`config.mk`:
```
export PLATFORM = sky130hd
export DESIGN_NAME = hazard_ctrl
export DESIGN_NICKNAME = d
export VERILOG_FILES = /design/src/rtl/hazard_ctrl.sv
export SDC_FILE = /design/constraint.sdc
export NUM_CORES = 1
export LEC_CHECK = 0
export ABC_CLOCK_PERIOD_IN_PS = 2900
export BUFFER_PORTS_ARGS = -buffer_cell sky130_fd_sc_hd__buf_2
export CORE_MARGIN = 2
export CORE_UTILIZATION = 40
export CTS_CLUSTER_DIAMETER = 60
export DETAILED_ROUTE_END_ITERATION = 12
export PLACE_DENSITY = 0.72
export SYNTH_ARGS = -nofsm -noshare
export SYNTH_HDL_FRONTEND = slang
export SYNTH_SLANG_ARGS = --single-unit
export TNS_END_PERCENT = 10
```
`constraint.sdc`:
```
create_clock -name clk_i -period 2.9 [get_ports clk_i]
set_input_delay 0.29 -clock clk_i [delete_from_list [all_inputs] [get_ports clk_i]]
set_output_delay 0.29 -clock clk_i [all_outputs]
set_load 0.02 [all_outputs]
```
`src/rtl/hazard_ctrl.sv`:
```
// Hazard controller for the 5-stage core: tracks EX/MEM/WB register tags
// and drives stall, flush and operand-forwarding controls combinationally.
module hazard_ctrl #(
  parameter int XLEN = 32
) (
  input  logic            clk_i,
  input  logic            rst_ni,
  input  logic            id_valid_i,
  input  logic [4:0]      id_rs1_addr_i,
  input  logic [4:0]      id_rs2_addr_i,
  input  logic            id_rs1_used_i,
  input  logic            id_rs2_used_i,
  input  logic [4:0]      id_rd_addr_i,
  input  logic            id_rd_wren_i,
  input  logic            id_is_load_i,
  input  logic            ex_br_taken_i,
  input  logic            mem_busy_i,
  output logic            stall_pc_o,
  output logic            stall_ifid_o,
  output logic            stall_idex_o,
  output logic            flush_ifid_o,
  output logic            flush_idex_o,
  output logic [1:0]      fwd_a_sel_o,
  output logic [1:0]      fwd_b_sel_o,
  output logic            fwd_id_rs1_o,
  output logic            fwd_id_rs2_o,
  output logic [XLEN-1:0] stall_cnt_o,
  output logic [XLEN-1:0] flush_cnt_o
);

  typedef enum logic [1:0] {RUN, LDSTALL, FLUSH, FREEZE} state_t;

  localparam int EX  = 0;
  localparam int MEM = 1;
  localparam int WB  = 2;

  state_t state_reg, resume_reg;

  logic       sh_valid    [3];
  logic [4:0] sh_rd       [3];
  logic       sh_wren     [3];
  logic       sh_load     [3];
  logic [4:0] sh_rs1      [3];
  logic [4:0] sh_rs2      [3];
  logic       sh_rs1_used [3];
  logic       sh_rs2_used [3];
  logic       live        [3];

  logic [XLEN-1:0] stall_cnt_reg, flush_cnt_reg;

  logic [4:0] ex_src  [2];
  logic       ex_used [2];
  logic [4:0] id_src  [2];
  logic       id_used [2];
  logic [1:0] fwd_sel [2];
  logic       fwd_id  [2];
  logic       ld_hit  [2];

  logic freeze, branch, load_use, take_id;

  genvar gi;
  generate
    for (gi = 0; gi < 3; gi++) begin : g_live
      assign live[gi] = sh_valid[gi] & sh_wren[gi] & (sh_rd[gi] != 5'd0);
    end
  endgenerate

  assign ex_src[0]  = sh_rs1[EX];
  assign ex_src[1]  = sh_rs2[EX];
  assign ex_used[0] = sh_valid[EX] & sh_rs1_used[EX];
  assign ex_used[1] = sh_valid[EX] & sh_rs2_used[EX];
  assign id_src[0]  = id_rs1_addr_i;
  assign id_src[1]  = id_rs2_addr_i;
  assign id_used[0] = id_rs1_used_i;
  assign id_used[1] = id_rs2_used_i;

  // Index 0 is operand a / rs1, index 1 is operand b / rs2.
  generate
    for (gi = 0; gi < 2; gi++) begin : g_fwd
      assign fwd_sel[gi] =
        !ex_used[gi] ? 2'b00 :
        (live[MEM] && !sh_load[MEM] && sh_rd[MEM] == ex_src[gi]) ? 2'b01 :
        (live[WB] && sh_rd[WB] == ex_src[gi]) ? 2'b10 : 2'b00;
      assign fwd_id[gi] = live[WB] & id_used[gi] & (sh_rd[WB] == id_src[gi]);
      assign ld_hit[gi] = id_used[gi] & (sh_rd[EX] == id_src[gi]);
    end
  endgenerate

  // Freeze dominates, then a taken branch, then a load-use bubble.
  assign freeze   = mem_busy_i;
  assign branch   = ex_br_taken_i & ~mem_busy_i;
  assign load_use = id_valid_i & live[EX] & sh_load[EX] & (ld_hit[0] | ld_hit[1])
                    & ~ex_br_taken_i & ~mem_busy_i;
  assign take_id  = id_valid_i & ~branch & ~load_use;

  assign stall_pc_o   = freeze | load_use;
  assign stall_ifid_o = freeze | load_use;
  assign stall_idex_o = freeze;
  assign flush_ifid_o = branch;
  assign flush_idex_o = branch | load_use;
  assign fwd_a_sel_o  = fwd_sel[0];
  assign fwd_b_sel_o  = fwd_sel[1];
  assign fwd_id_rs1_o = fwd_id[0];
  assign fwd_id_rs2_o = fwd_id[1];
  assign stall_cnt_o  = stall_cnt_reg;
  assign flush_cnt_o  = flush_cnt_reg;

  always_ff @(posedge clk_i) begin
    if (!rst_ni) begin
      for (int i = 0; i < 3; i++) begin
        sh_valid[i]    <= 1'b0;
        sh_rd[i]       <= 5'd0;
        sh_wren[i]     <= 1'b0;
        sh_load[i]     <= 1'b0;
        sh_rs1[i]      <= 5'd0;
        sh_rs2[i]      <= 5'd0;
        sh_rs1_used[i] <= 1'b0;
        sh_rs2_used[i] <= 1'b0;
      end
    end else if (!freeze) begin
      for (int i = 1; i < 3; i++) begin
        sh_valid[i]    <= sh_valid[i-1];
        sh_rd[i]       <= sh_rd[i-1];
        sh_wren[i]     <= sh_wren[i-1];
        sh_load[i]     <= sh_load[i-1];
        sh_rs1[i]      <= sh_rs1[i-1];
        sh_rs2[i]      <= sh_rs2[i-1];
        sh_rs1_used[i] <= sh_rs1_used[i-1];
        sh_rs2_used[i] <= sh_rs2_used[i-1];
      end
      sh_valid[EX]    <= take_id;
      sh_rd[EX]       <= take_id ? id_rd_addr_i  : 5'd0;
      sh_wren[EX]     <= take_id & id_rd_wren_i;
      sh_load[EX]     <= take_id & id_is_load_i;
      sh_rs1[EX]      <= take_id ? id_rs1_addr_i : 5'd0;
      sh_rs2[EX]      <= take_id ? id_rs2_addr_i : 5'd0;
      sh_rs1_used[EX] <= take_id & id_rs1_used_i;
      sh_rs2_used[EX] <= take_id & id_rs2_used_i;
    end
  end

  always_ff @(posedge clk_i) begin
    if (!rst_ni) begin
      stall_cnt_reg <= '0;
      flush_cnt_reg <= '0;
      state_reg     <= RUN;
      resume_reg    <= RUN;
    end else begin
      if (load_use) stall_cnt_reg <= stall_cnt_reg + {{(XLEN-1){1'b0}}, 1'b1};
      if (branch)   flush_cnt_reg <= flush_cnt_reg + {{(XLEN-1){1'b0}}, 1'b1};
      if (freeze) begin
        state_reg <= FREEZE;
        if (state_reg != FREEZE) resume_reg <= state_reg;
      end else if (branch) begin
        state_reg <= FLUSH;
      end else if (load_use) begin
        state_reg <= LDSTALL;
      end else if (state_reg == FREEZE) begin
        state_reg <= resume_reg;
      end else begin
        state_reg <= RUN;
      end
    end
  end

endmodule

```
# Yosys cells after proc, flatten, opt, wreduce, memory -nomap -nowiden
# Memory sizes are Yosys's and may differ from the RTL's.
# Cells that the tools add are included.
[word_totals]
reg_bits = 64
latchBits = 0
ram_bits = 60
romBits = 0
in_bits = 24
output_inout_bits = 75
elab_cells = 123
n_memories = 8
[mem_list]
columns = ["memory", "depth", "width", "rd", "rd_clocked_by_memory_dff", "wr", "line_no", "text"]
rows = [
  ["sh_rd", 3, 5, 3, 0, 3, "40", "logic [4:0] sh_rd [3];"],
  ["sh_rs1", 3, 5, 2, 0, 3, "43", "logic [4:0] sh_rs1 [3];"],
  ["sh_rs2", 3, 5, 2, 0, 3, "44", "logic [4:0] sh_rs2 [3];"],
  ["sh_load", 3, 1, 2, 0, 3, "42", "logic sh_load [3];"],
  ["sh_rs1_used", 3, 1, 2, 0, 3, "45", "logic sh_rs1_used [3];"],
  ["sh_rs2_used", 3, 1, 2, 0, 3, "46", "logic sh_rs2_used [3];"],
  ["+2 memories", "n/a", "n/a", "n/a", "n/a", "n/a", "n/a", ""],
]
[classes]
add_sub_neg = 2
multipliers = 0
div = 0
magnitude_cmp = 0
eq_ne = 8
shift = 0
n_mux = 37
bitwise = 57
reduce_logical = 9
[op_table]
columns = ["operator", "n"]
rows = [
  ["$add A32 B1 Y32 const B", 2],
  ["$mux W5", 12],
  ["$eq A5 B5 Y1", 8],
  ["$or A1 B1 Y1", 27],
  ["$and A1 B1 Y1", 26],
  ["$mux W1", 19],
  ["$reduce_bool A5 Y1", 3],
  ["$mux W2", 6],
  ["$logic_and A1 B1 Y1", 5],
  ["$not A1 Y1", 4],
  ["$logic_not A1 Y1", 1],
]

# Logic depth before layout (Yosys ltp)
# Gate-level depths: netlist (run 1).
[logic_depth]
ltp_word = 11
depth_mapped = 7
mapped_depth_nobuf = 6

# Worst setup path after synthesis (run 1)
# OpenSTA, ideal clock, no wires.
[synth_timing]
kind = "register to output"
startpoint = "memory sh_rd[0][4]"
endpoint = "output port stall_pc_o"
arrival_ps = 2126
required_ps = 2610
setup_slack_ps = 484
stages_incl_launch_ff = 8
path_buffers = 3
path_cell_list = "edfxtp_1 > xor2_1 > nor4_1 > a32oi_1 > clkbuf_1 > clkbuf_1 > o21bai_1 > buf_4"
[synth_rtl]
columns = ["element", "line_no", "text"]
rows = [
  ["start, declared", "40", ""],
  ["end, declared", "18", "output logic stall_pc_o,"],
]

==> key figures, run 1 <==
Run status
  • Outcome: finished, final reports clean

Clock network
  • Root Buffer: clkbuf_16
  • CTS Buf Count: 9
  • CTS tree: done
  • Hold bufs inserted after CTS: 0
  • CTS max path bufs: 2
  • Clock transition at the registers of the reported paths: roughly 60 ps
  • H-tree depth: 3
  • Worst-Skew Late Latency: around 340 ps
  • Sink Count: 99

Pwr
  • Int Power: 2.13 mW
  • Switch share: 0.227
  • Comb pwr share: 0.064
  • Clock network fraction of total power: 0.386
  • Worst vdd ir: between 0.2 and 0.25 mV
  • Power Dens Cells: 467 nW/um^2
  • Sequential Power Share: 0.550
  • Switching pwr: 0.624 mW
  • Lkg Pwr: 2.32 nW

Timing
  • Total negative slack: 0 ps
  • Final period util: 0.947
  • Min Tclk post-route: about 2700 ps
  • Final hold violation count: 0
  • Actual slew at the worst max-slew pin: 568 ps
  • RSZ-0062 raised after global routing: no
  • Slew Limit Fails: 0
  • Finish-stage setup viols: 0
  • Headroom to the max-slew limit: 0.621
  • Max Freq: about 0.36 GHz
  • Clk_skew: between 3 and 4 ps

Routing
  • Drt drc: 0
  • DRT Pass-1 Iters: 5
  • Initial drt markers: between 200 and 250
  • Drt total wl: 12200 um
  • Routed vias: 4257
  • DR WL/cell: roughly 16 um
  • Drt via density: between 5 and 6
  • Final ANT Viol Nets: 0

Floorplanning
  • Initial Utilization: 0.414
  • Total I/O pin count: 99
  • Cell row count: 40
  • Die Footprint: ~13000 sq um
  • Core Area: roughly 12000 sq um
  • Die Width: 116 um
  • Die Ht: ~120 um

Synth
  • Synth Instances: 518
  • Mapped Nets: ~540
  • Avg Cell Area, Syn: 9.69 sq um
  • Yosys warnings: 0
  • Yosys cell types: 48
  • Register bit count reported by yosys: between 90 and 100
  • Register area share after synthesis: 0.465
  • Post-Syn Area: ~5000 sq um

Worst setup path
  • Crit start category: flop
  • Worst Path Max Fanout: between 60 and 70
  • Crit path kind: reg2out
  • Cell count of the worst reg-to-reg path: 6
  • Crit path required time: ~2600 ps
  • CP cell instances: xor2_1 -> nor4_1 -> a32oi_4 -> buf_4 -> o21bai_1 -> buf_2
  • Worst path slowest cell: edfxtp_1
  • CP Capture Type: output pin
  • Number of buffers and inverters on the critical path: 2
  • Critical path depth: 6
  • Critical path's top delay family: buffers and inverters
  • Crit path DAT: ~2500 ps
  • CP peak stage delay: about 480 ps

Global routing
  • Gr usage total: 0.185
  • Largest net degree at the start of global routing: 64
  • Vias in the first global route: between 4000 and 5000
  • GR Overflow Total: 0
  • Antenna violations before repair: 0
  • First-pass GRT wire length: 19700 um

Final layout
  • Layout cells sized above 1: 0.216
  • Post-route cell area: about 6000 sq um
  • Synth-to-Final Area Change: 17.3%
  • Nets: about 630
  • # diodes: 0
  • FILL cells: between 1000 and 1500
  • Most frequent cells in the layout: buf_2 (98), dfxtp_1 (64), xor2_1 (38)
  • Commonest non-fill, non-tap cell in the layout: buf_2

Placement
  • Hpwl dp: 8570 um
  • Final GP Congestion: between 0.9 and 1
  • Cell Area, Placed: around 5600 sq um
  • Port bufs: 98

Flow run
  • Count of max-cap constraint violations: 0

Hold path
  • WHS Path Cells: 2
  • Worst hold path class: in2reg
[power groups by stage]
stage | Clock, mW | Combinational, mW | Sequential [mW]
finish | 1.06 | 0.176 | 1.51
global route | 1.15 | 0.190 | 1.52
CTS | 1.10 | 0.174 | 1.51
detailed placement | 0 | 0.173 | 1.54
global placement | 0 | 0.167 | 1.54
floorplan | 0 | 0.122 | 1.52
[final cells by class]
class | count | area [sq um] | area share
Tap cell | 168 | 210 | 0.0357
Sequential cell | 99 | 2330 | 0.396
Timing Repair Buffer | 105 | 543 | 0.0922
Inverter | 3 | 11.3 | 0.00191
Multi-Input combinational cell | 382 | 2540 | 0.432
Clock buffer | 14 | 246 | 0.0419
[routing by layer]
metal | track usage | routed length (um)
met5 | 0 | 0
met3 | 0.0335 | 663
met2 | 0.312 | 6100
met4 | 0.0857 | 237
met1 | 0.230 | 5210
[worst paths after layout]
kind / start / end / slack [ps]
max: sh_rd[0][0] / stall_ifid_o / 150
min: id_rd_addr_i[0] / sh_rd[0][0] / 230
max reg2reg: sh_rd[0][0] / stall_cnt_o[16] / 520
min reg2reg: flush_cnt_o[31] / flush_cnt_o[31] / 470
[repair_timing]
item | 4_1_cts | 5_1_grt
setup buffers | 0 | 0
setup endpoints to repair | 0 | 2
gates resized for setup | 0 | 1
[worst reg2reg max path: cells and delay by family (launching register included)]
| kind | cells | cell delay (ps) |
|---|---|---|
| buffers and inverters | 1 | 330 |
| AOI/OAI and AO/OA | 2 | 280 |
| DFF | 1 | 480 |
| xor gates and xnor gates | 1 | 200 |
| and+or+nand+nor | 2 | 1020 |
[synthesized netlist by cell type (all sizes together)]
master / instances / area share
nor2b: 3 / 0.0037
nor2: 29 / 0.022
inv: 3 / 0.0022
nand3b: 1 / 0.0015
and4: 11 / 0.020
nand4: 21 / 0.026
nor4b: 1 / 0.0017
or4: 28 / 0.043
or3b: 1 / 0.0017
xnor2: 25 / 0.044
nor3: 4 / 0.0040
a21oi: 30 / 0.030
nand3: 23 / 0.023
or3: 9 / 0.011
and3: 13 / 0.016
ha: 2 / 0.0050
nand2b: 11 / 0.014
o21ai: 9 / 0.0090
edfxtp: 35 / 0.21
dfxtp: 64 / 0.26
o211ai: 2 / 0.0030
or2: 2 / 0.0025
nor4: 9 / 0.015
o311ai: 3 / 0.0052
o211a: 1 / 0.0020
a32oi: 1 / 0.0017
nor3b: 1 / 0.0015
o21bai: 2 / 0.0030
o31ai: 22 / 0.033
xor2: 38 / 0.066
and2: 37 / 0.046
o41ai: 3 / 0.0052
clkbuf: 25 / 0.019
nand4b: 1 / 0.0017
mux2i: 8 / 0.016
nand2: 31 / 0.024
buf: 9 / 0.012
[registers in the layout (all words and copies together), names as in the netlist, 2 cells and up]
signal	count
sh_load	2
flush_cnt_o	32
stall_cnt_o	32
sh_rd	15
sh_valid	3
sh_rs1	5
sh_wren	3
sh_rs2	5
[kinds of logic after synthesis]
family                   count (synthesis)  share of synthesized area
multiplexers                             8                     0.0160
adder cells (fa/ha/maj)                  2                    0.00498
AND/OR/NAND/NOR                        236                      0.279
buffers and inverters                   37                     0.0334
XOR/XNOR                                63                      0.110
flip-flops                              99                      0.465
AO/OA/AOI/OAI                           73                     0.0920
[stage by stage]
| step | hold WS (ps) | setup WS (ps) | util | power (mW) | std cells |
|---|---|---|---|---|---|
| 2_1_floorplan | 440 | 484 | - | 1.65 | 518 |
| 3_3_place_gp | 455 | 533 | 0.465 | 1.71 | 757 |
| 3_5_place_dp | 464 | 517 | 0.465 | 1.72 | 757 |
| 4_1_cts | 209 | 136 | 0.486 | 2.79 | 771 |
| 5_1_grt | 226 | 83.7 | 0.486 | 2.86 | 771 |
| 6_report | 228 | 154 | 0.486 | 2.75 | 771 |
Note: power is estimated with default switching activity, not from simulation.
==> inputs of run 2 (changes only) <==
--- a/config.mk
+++ b/config.mk
@@ -7,11 +7,13 @@
 export LEC_CHECK = 0
 export ABC_CLOCK_PERIOD_IN_PS = 2900
 export BUFFER_PORTS_ARGS = -buffer_cell sky130_fd_sc_hd__buf_2
+export CELL_PAD_IN_SITES_DETAIL_PLACEMENT = 0
+export CELL_PAD_IN_SITES_GLOBAL_PLACEMENT = 1
 export CORE_MARGIN = 2
 export CORE_UTILIZATION = 40
 export CTS_CLUSTER_DIAMETER = 60
 export DETAILED_ROUTE_END_ITERATION = 12
-export PLACE_DENSITY = 0.72
+export PLACE_DENSITY = 0.87
 export SYNTH_ARGS = -nofsm -noshare
 export SYNTH_HDL_FRONTEND = slang
 export SYNTH_SLANG_ARGS = --single-unit
==> run 2 against run 1 <==
Against the previous run:
- clock power up 11%
- global-route usage down 0.12 points
- utilization up 0.59 points
- wire length down 0.66%
- critical path type unchanged
- combinational power about the same
- critical path depth down 1
==> key figures, run 2 (synthesis results as in run 1) <==
Run status
  • Outcome: finished, final reports clean (unchanged)

Flow run
  • Count of max-cap constraint violations: 0 (unchanged)

Routing
  • Drt drc: 0 (unchanged)
  • Drt total wl: 12100 um (was 12200 um)
  • Routed vias: 4216 (was 4257)
  • DR WL/cell: 15.6 um (was 15.8 um)
  • Drt via density: 5.43 (was 5.52)
  • Initial drt markers: 289 (was 230)
  • Final ANT Viol Nets: 0 (unchanged)
  • DRT Pass-1 Iters: 4 (was 5)

Worst setup path
  • Worst Path Max Fanout: 13 (was 63)
  • CP Capture Type: output pin (unchanged)
  • Crit path kind: reg2out (unchanged)
  • Number of buffers and inverters on the critical path: 1 (was 2)
  • Critical path depth: 5 (was 6)
  • Worst path slowest cell: or4_1 (was edfxtp_1)
  • Crit path DAT: 2440 ps (was 2460 ps)
  • CP cell instances: or4_1 -> o211ai_1 -> or2_2 -> o21bai_1 -> buf_2 (was xor2_1 -> nor4_1 -> a32oi_4 -> buf_4 -> o21bai_1 -> buf_2)
  • CP peak stage delay: 560 ps (was 480 ps)
  • Crit start category: flop (unchanged)
  • Register-to-Register Setup Slack: 450 ps (was 520 ps)
  • Cell count of the worst reg-to-reg path: 6 (unchanged)
  • Crit path required time: 2610 ps (about the same)
  • Critical path's top delay family: simple AND/OR/NAND/NOR gates (was buffers and inverters)

Timing
  • Final period util: 0.940 (was 0.947)
  • Min Tclk post-route: 2730 ps (was 2750 ps)
  • Headroom to the max-slew limit: 0.595 (was 0.621)
  • Total negative slack: 0 ps (unchanged)
  • Actual slew at the worst max-slew pin: 606 ps (was 568 ps)
  • Final hold violation count: 0 (unchanged)
  • Max Freq: 0.367 GHz (was 0.364 GHz)
  • Finish-stage setup viols: 0 (unchanged)
  • Clk_skew: 8.61 ps (was 3.56 ps)
  • RSZ-0062 raised after global routing: no (unchanged)
  • Final worst setup slack: 174 ps (was 154 ps)
  • Slew Limit Fails: 0 (unchanged)

Final layout
  • Layout cells sized above 1: 0.222 (was 0.216)
  • Most frequent cells in the layout: buf_2 (98), dfxtp_1 (64), xor2_1 (38) (unchanged)
  • Nets: 630 (was 626)
  • # diodes: 0 (unchanged)
  • Synth-to-Final Area Change: 18.7% (was 17.3%)
  • Reg area: 2330 sq um (unchanged)
  • Multi-input gate area in the final layout: 2540 sq um (about the same)
  • Commonest non-fill, non-tap cell in the layout: buf_2 (unchanged)
  • FILL cells: 1182 (was 1142)

Pwr
  • Power Dens Cells: 481 nW/um^2 (was 467 nW/um^2)
  • Lkg Pwr: 2.36 nW (was 2.32 nW)
  • Tot Pwr: 2.87 mW (was 2.75 mW)
  • Worst vdd ir: 0.237 mV (was 0.200 mV)

Hold path
  • WHS Path Cells: 2 (unchanged)
  • Worst hold path class: in2reg (unchanged)

Clock network
  • Clock transition at the registers of the reported paths: 60 ps (about the same)
  • H-tree depth: 3 (unchanged)
  • CTS tree: done (unchanged)
  • Root Buffer: clkbuf_16 (unchanged)
  • Worst-Skew Late Latency: 350 ps (was 340 ps)
  • CTS Buf Count: 9 (unchanged)
  • Sink Count: 99 (unchanged)
  • # resized after CTS: 0 (unchanged)
  • CTS max path bufs: 2 (unchanged)

Global routing
  • Met2 Use GR: 0.296 (was 0.312)
  • Grt met1 use: 0.233 (was 0.230)
  • Largest net degree at the start of global routing: 64 (unchanged)
  • First-pass GRT wire length: 19200 um (was 19700 um)
  • Gr usage total: 0.184 (was 0.185)
  • Antenna violations before repair: 0 (unchanged)
  • GRT Max-Usage Layer: met2 (unchanged)
  • Grt met3 use: 0.0439 (was 0.0335)
  • Vias in the first global route: 3813 (was 4049)
  • GR Overflow Total: 0 (unchanged)

Floorplanning
  • Initial Utilization: 0.414 (unchanged)
  • Total I/O pin count: 99 (unchanged)
  • Die Ht: 116 um (unchanged)
  • Cell row count: 40 (unchanged)
  • Die Footprint: 13500 sq um (unchanged)
  • Core Area: 12100 sq um (unchanged)
  • Die Width: 116 um (unchanged)

Placement
  • Hpwl dp: 8530 um (was 8570 um)
  • Dpl ws: 423 ps (was 517 ps)
  • Port bufs: 98 (unchanged)
  • Final GP Congestion: 0.874 (was 0.917)
==> run 2: stage by stage <==
step	hold WS [ps]	util	instances	instance area [sq um]
3_3_place_gp	454	0.466	758	5640
3_5_place_dp	474	0.466	758	5640
5_1_grt	227	0.492	777	5960
6_report	222	0.492	777	5960
4_1_cts	214	0.490	774	5940
2_1_floorplan	440	-	518	5020
==> run 2: layout make-up <==
| cell class | instances | share of cell area |
|---|---|---|
| flip-flops and latches | 99 | 0.391 |
| multi-input cells | 382 | 0.426 |
| clock inverters | 1 | 0.000840 |
| well taps | 168 | 0.0353 |
| inverters | 3 | 0.00189 |
| clock buffers | 15 | 0.0485 |
| repair buffers | 109 | 0.0962 |
==> run 2: power by group <==
group / internal (mW) / leakage (nW) / switching, mW
clock: 0.681 / 0.145 / 0.499
sequential: 1.47 / 0.899 / 0.0403
combinational: 0.0731 / 1.32 / 0.102
total: 2.23 / 2.36 / 0.641
==> run 2: path summary, 6_finish.rpt <==
path / startpoint / endpoint
max: sh_rd[0][1] / flush_idex_o
max reg2reg: sh_valid[0][0] / stall_cnt_o[27]
min reg2reg: flush_cnt_o[31] / flush_cnt_o[31]
min: id_rd_addr_i[2] / sh_rd[0][2]
==> run 2: timing repair <==
action                     CTS  global route
hold buffers                 0             0
setup endpoints to repair    0             1
buffers inserted             0             3
==> run 2: worst register-to-register path, cell delays in order, from the launching register on <==
cell and delay, ps:
edfxtp_1 490, and3_1 200, o211ai_1 210, buf_4 220, or4_4 610, or4_1 510, a21oi_1 140
==> run 2: layer usage <==
metal / vias up / part of all wire
li1: 2075 / -
met1: 2033 / 0.44
met2: 88 / 0.49
met3: 20 / 0.051
met4: 0 / 0.022
met5: - / 0
==> inputs of run 3 (changes only) <==
--- a/config.mk
+++ b/config.mk
@@ -10,10 +10,10 @@
 export CELL_PAD_IN_SITES_DETAIL_PLACEMENT = 0
 export CELL_PAD_IN_SITES_GLOBAL_PLACEMENT = 1
 export CORE_MARGIN = 2
-export CORE_UTILIZATION = 40
+export CORE_UTILIZATION = 42
 export CTS_CLUSTER_DIAMETER = 60
 export DETAILED_ROUTE_END_ITERATION = 12
-export PLACE_DENSITY = 0.87
+export PLACE_DENSITY = 0.91
 export SYNTH_ARGS = -nofsm -noshare
 export SYNTH_HDL_FRONTEND = slang
 export SYNTH_SLANG_ARGS = --single-unit
==> run 3 against run 2 <==
Against the previous run:
- maximum frequency up 0.56%
- clock-buffer cell count decreased by 5
- largest power group unchanged
- wire length down 3.5%
- worst setup slack gained 15 ps
- die area decreased by 4.6%
- register-to-register slack worse by 20 ps
==> key figures, run 3 (synthesis results as in run 1) <==
Routing
  • DR WL/cell: 15.6 um (about the same)
  • DRT Pass-1 Iters: 6 (was 4)
  • Initial drt markers: 258 (was 289)
  • Final ANT Viol Nets: 0 (unchanged)
  • Routed vias: 4170 (was 4216)
  • Drt total wl: 11700 um (was 12100 um)
  • Drt drc: 0 (unchanged)
  • Drt via density: 5.57 (was 5.43)

Global routing
  • Largest net degree at the start of global routing: 55 (was 64)
  • Vias in the first global route: 3773 (was 3813)
  • Antenna violations before repair: 0 (unchanged)
  • First-pass GRT wire length: 19000 um (was 19200 um)
  • GR Overflow Total: 0 (unchanged)
  • Gr usage total: 0.185 (was 0.184)

Clock network
  • CTS Buf Count: 9 (unchanged)
  • CTS tree: done (unchanged)
  • Worst-Skew Late Latency: 340 ps (was 350 ps)
  • Hold bufs inserted after CTS: 0 (unchanged)
  • # resized after CTS: 0 (unchanged)
  • Clock transition at the registers of the reported paths: 60 ps (about the same)
  • H-tree depth: 3 (unchanged)
  • CTS max path bufs: 2 (unchanged)
  • Setup Fix Bufs, Post-CTS: 0 (unchanged)
  • Sink Count: 99 (unchanged)
  • Root Buffer: clkbuf_16 (unchanged)

Placement
  • Dpl ws: 416 ps (was 423 ps)
  • Port bufs: 98 (unchanged)
  • Inst Count DP: 732 (was 758)
  • Final GP Congestion: 0.862 (was 0.874)
  • Hpwl dp: 8270 um (was 8530 um)

Floorplanning
  • Die Ht: 113 um (was 116 um)
  • Die Width: 113 um (was 116 um)
  • Die Footprint: 12800 sq um (was 13500 sq um)
  • Core Area: 11600 sq um (was 12100 sq um)
  • Initial Utilization: 0.434 (was 0.414)
  • Cell row count: 39 (was 40)
  • Total I/O pin count: 99 (unchanged)

Hold path
  • Hold Path Origin: id_rd_addr_i[2] (unchanged)
  • WHS Path Cells: 2 (unchanged)
  • Worst hold path class: in2reg (unchanged)
  • Hold Path Sink: sh_rd[0][2] (unchanged)

Flow run
  • Count of max-cap constraint violations: 0 (unchanged)

Timing
  • Hold Slack: 226 ps (was 222 ps)
  • Actual slew at the worst max-slew pin: 594 ps (was 606 ps)
  • RSZ-0062 raised after global routing: no (unchanged)
  • Slew Limit Fails: 0 (unchanged)
  • Max Freq: 0.369 GHz (was 0.367 GHz)
  • Total negative slack: 0 ps (unchanged)
  • Final hold violation count: 0 (unchanged)
  • Final worst setup slack: 189 ps (was 174 ps)
  • Headroom to the max-slew limit: 0.604 (was 0.595)
  • Final period util: 0.935 (was 0.940)
  • Finish-stage setup viols: 0 (unchanged)
  • Clk_skew: 7.71 ps (was 8.61 ps)
  • Min Tclk post-route: 2710 ps (was 2730 ps)

Worst setup path
  • Crit path DAT: 2420 ps (was 2440 ps)
  • Crit path kind: reg2out (unchanged)
  • Crit start category: flop (unchanged)
  • Worst flop-to-flop path endpoint: stall_cnt_o[15] (was stall_cnt_o[27])
  • Cell count of the worst reg-to-reg path: 6 (unchanged)
  • Worst reg2reg path startpoint: sh_rd[0][1] (was sh_valid[0][0])
  • Register-to-Register Setup Slack: 430 ps (was 450 ps)
  • Crit path required time: 2610 ps (about the same)
  • Worst Path Max Fanout: 45 (was 13)
  • CP Capture Type: output pin (unchanged)

Final layout
  • Synth-to-Final Area Change: 18.2% (was 18.7%)
  • FILL cells: 1025 (was 1182)
  • Nets: 626 (was 630)
  • Commonest non-fill, non-tap cell in the layout: buf_2 (unchanged)
  • Post-Layout Cell Count: 748 (was 777)
  • Most frequent cells in the layout: buf_2 (98), dfxtp_1 (64), xor2_1 (38) (unchanged)
  • Layout cells sized above 1: 0.220 (was 0.222)
  • # diodes: 0 (unchanged)

Pwr
  • Tot Pwr: 2.95 mW (was 2.87 mW)
  • Power Dens Cells: 497 nW/um^2 (was 481 nW/um^2)
  • Worst vdd ir: 0.296 mV (was 0.237 mV)
  • Lkg Pwr: 2.35 nW (was 2.36 nW)

Run status
  • Outcome: finished, final reports clean (unchanged)
-- run 3: changes by cell type in the layout (fill, tap and decap cells not counted) --
cell	change
clkbuf_1	-3
clkinv_1	+1
clkbuf_8	-1
clkbuf_16	-1
bufinv_16	+2
buf_12	+1
clkinv_2	-1
buf_4	-5
clkinvlp_2	+3
-- run 3: critical path, stage by stage (launching register included) --
cell      delay (ps)
edfxtp_1         450
xor2_1           190
nor4_1           460
a32oi_4          350
buf_12           270
o21bai_1         170
buf_2            190
-- run 3: worst max path at each step --
stage	startpoint	end	slack, ps	depth (start not counted)
floorplan	sh_rd[0][4]	stall_pc_o	480	7
global placement	sh_rd[0][1]	stall_cnt_o[11]	490	6
detailed placement	sh_rd[0][1]	stall_cnt_o[15]	420	6
CTS	sh_rd[0][1]	stall_pc_o	160	6
global route	sh_rd[0][0]	stall_ifid_o	30	6
finish	sh_rd[0][1]	stall_pc_o	190	6
-- run 3: power breakdown --
group / internal (mW) / total [mW] / switching, mW
clock: 0.769 / 1.27 / 0.496
sequential: 1.47 / 1.51 / 0.0400
combinational: 0.0734 / 0.173 / 0.0999
total: 2.31 / 2.95 / 0.636
-- run 3: metrics by stage --
step,utilization,instance area (sq um)
after global placement,0.486,5620
after global routing,0.513,5930
after detailed placement,0.486,5620
after CTS,0.513,5930
after floorplan,-,5020
final,0.513,5930
-- run 3: final cells by class --
class | instances | area (sq um) | share of cell area
Clock buffer | 10 | 239 | 0.0403
Timing Repair Buffer | 105 | 556 | 0.0936
Tap cell | 143 | 179 | 0.0301
Clock inverter | 6 | 78.8 | 0.0133
Sequential cell | 99 | 2330 | 0.393
Multi-Input combinational cell | 382 | 2540 | 0.428
Inverter | 3 | 11.3 | 0.00190
-- run 3: routing by layer --
| layer | vias to the layer above | global-route usage | share of wire | wire [um] |
|---|---|---|---|---|
| met1 | 1998 | 0.233 | 0.44 | 5120 |
| met5 | - | 0 | 0 | 0 |
| li1 | 2050 | - | - | - |
| met2 | 100 | 0.309 | 0.49 | 5770 |
| met4 | 0 | 0.0829 | 0.023 | 265 |
| met3 | 22 | 0.0375 | 0.046 | 542 |
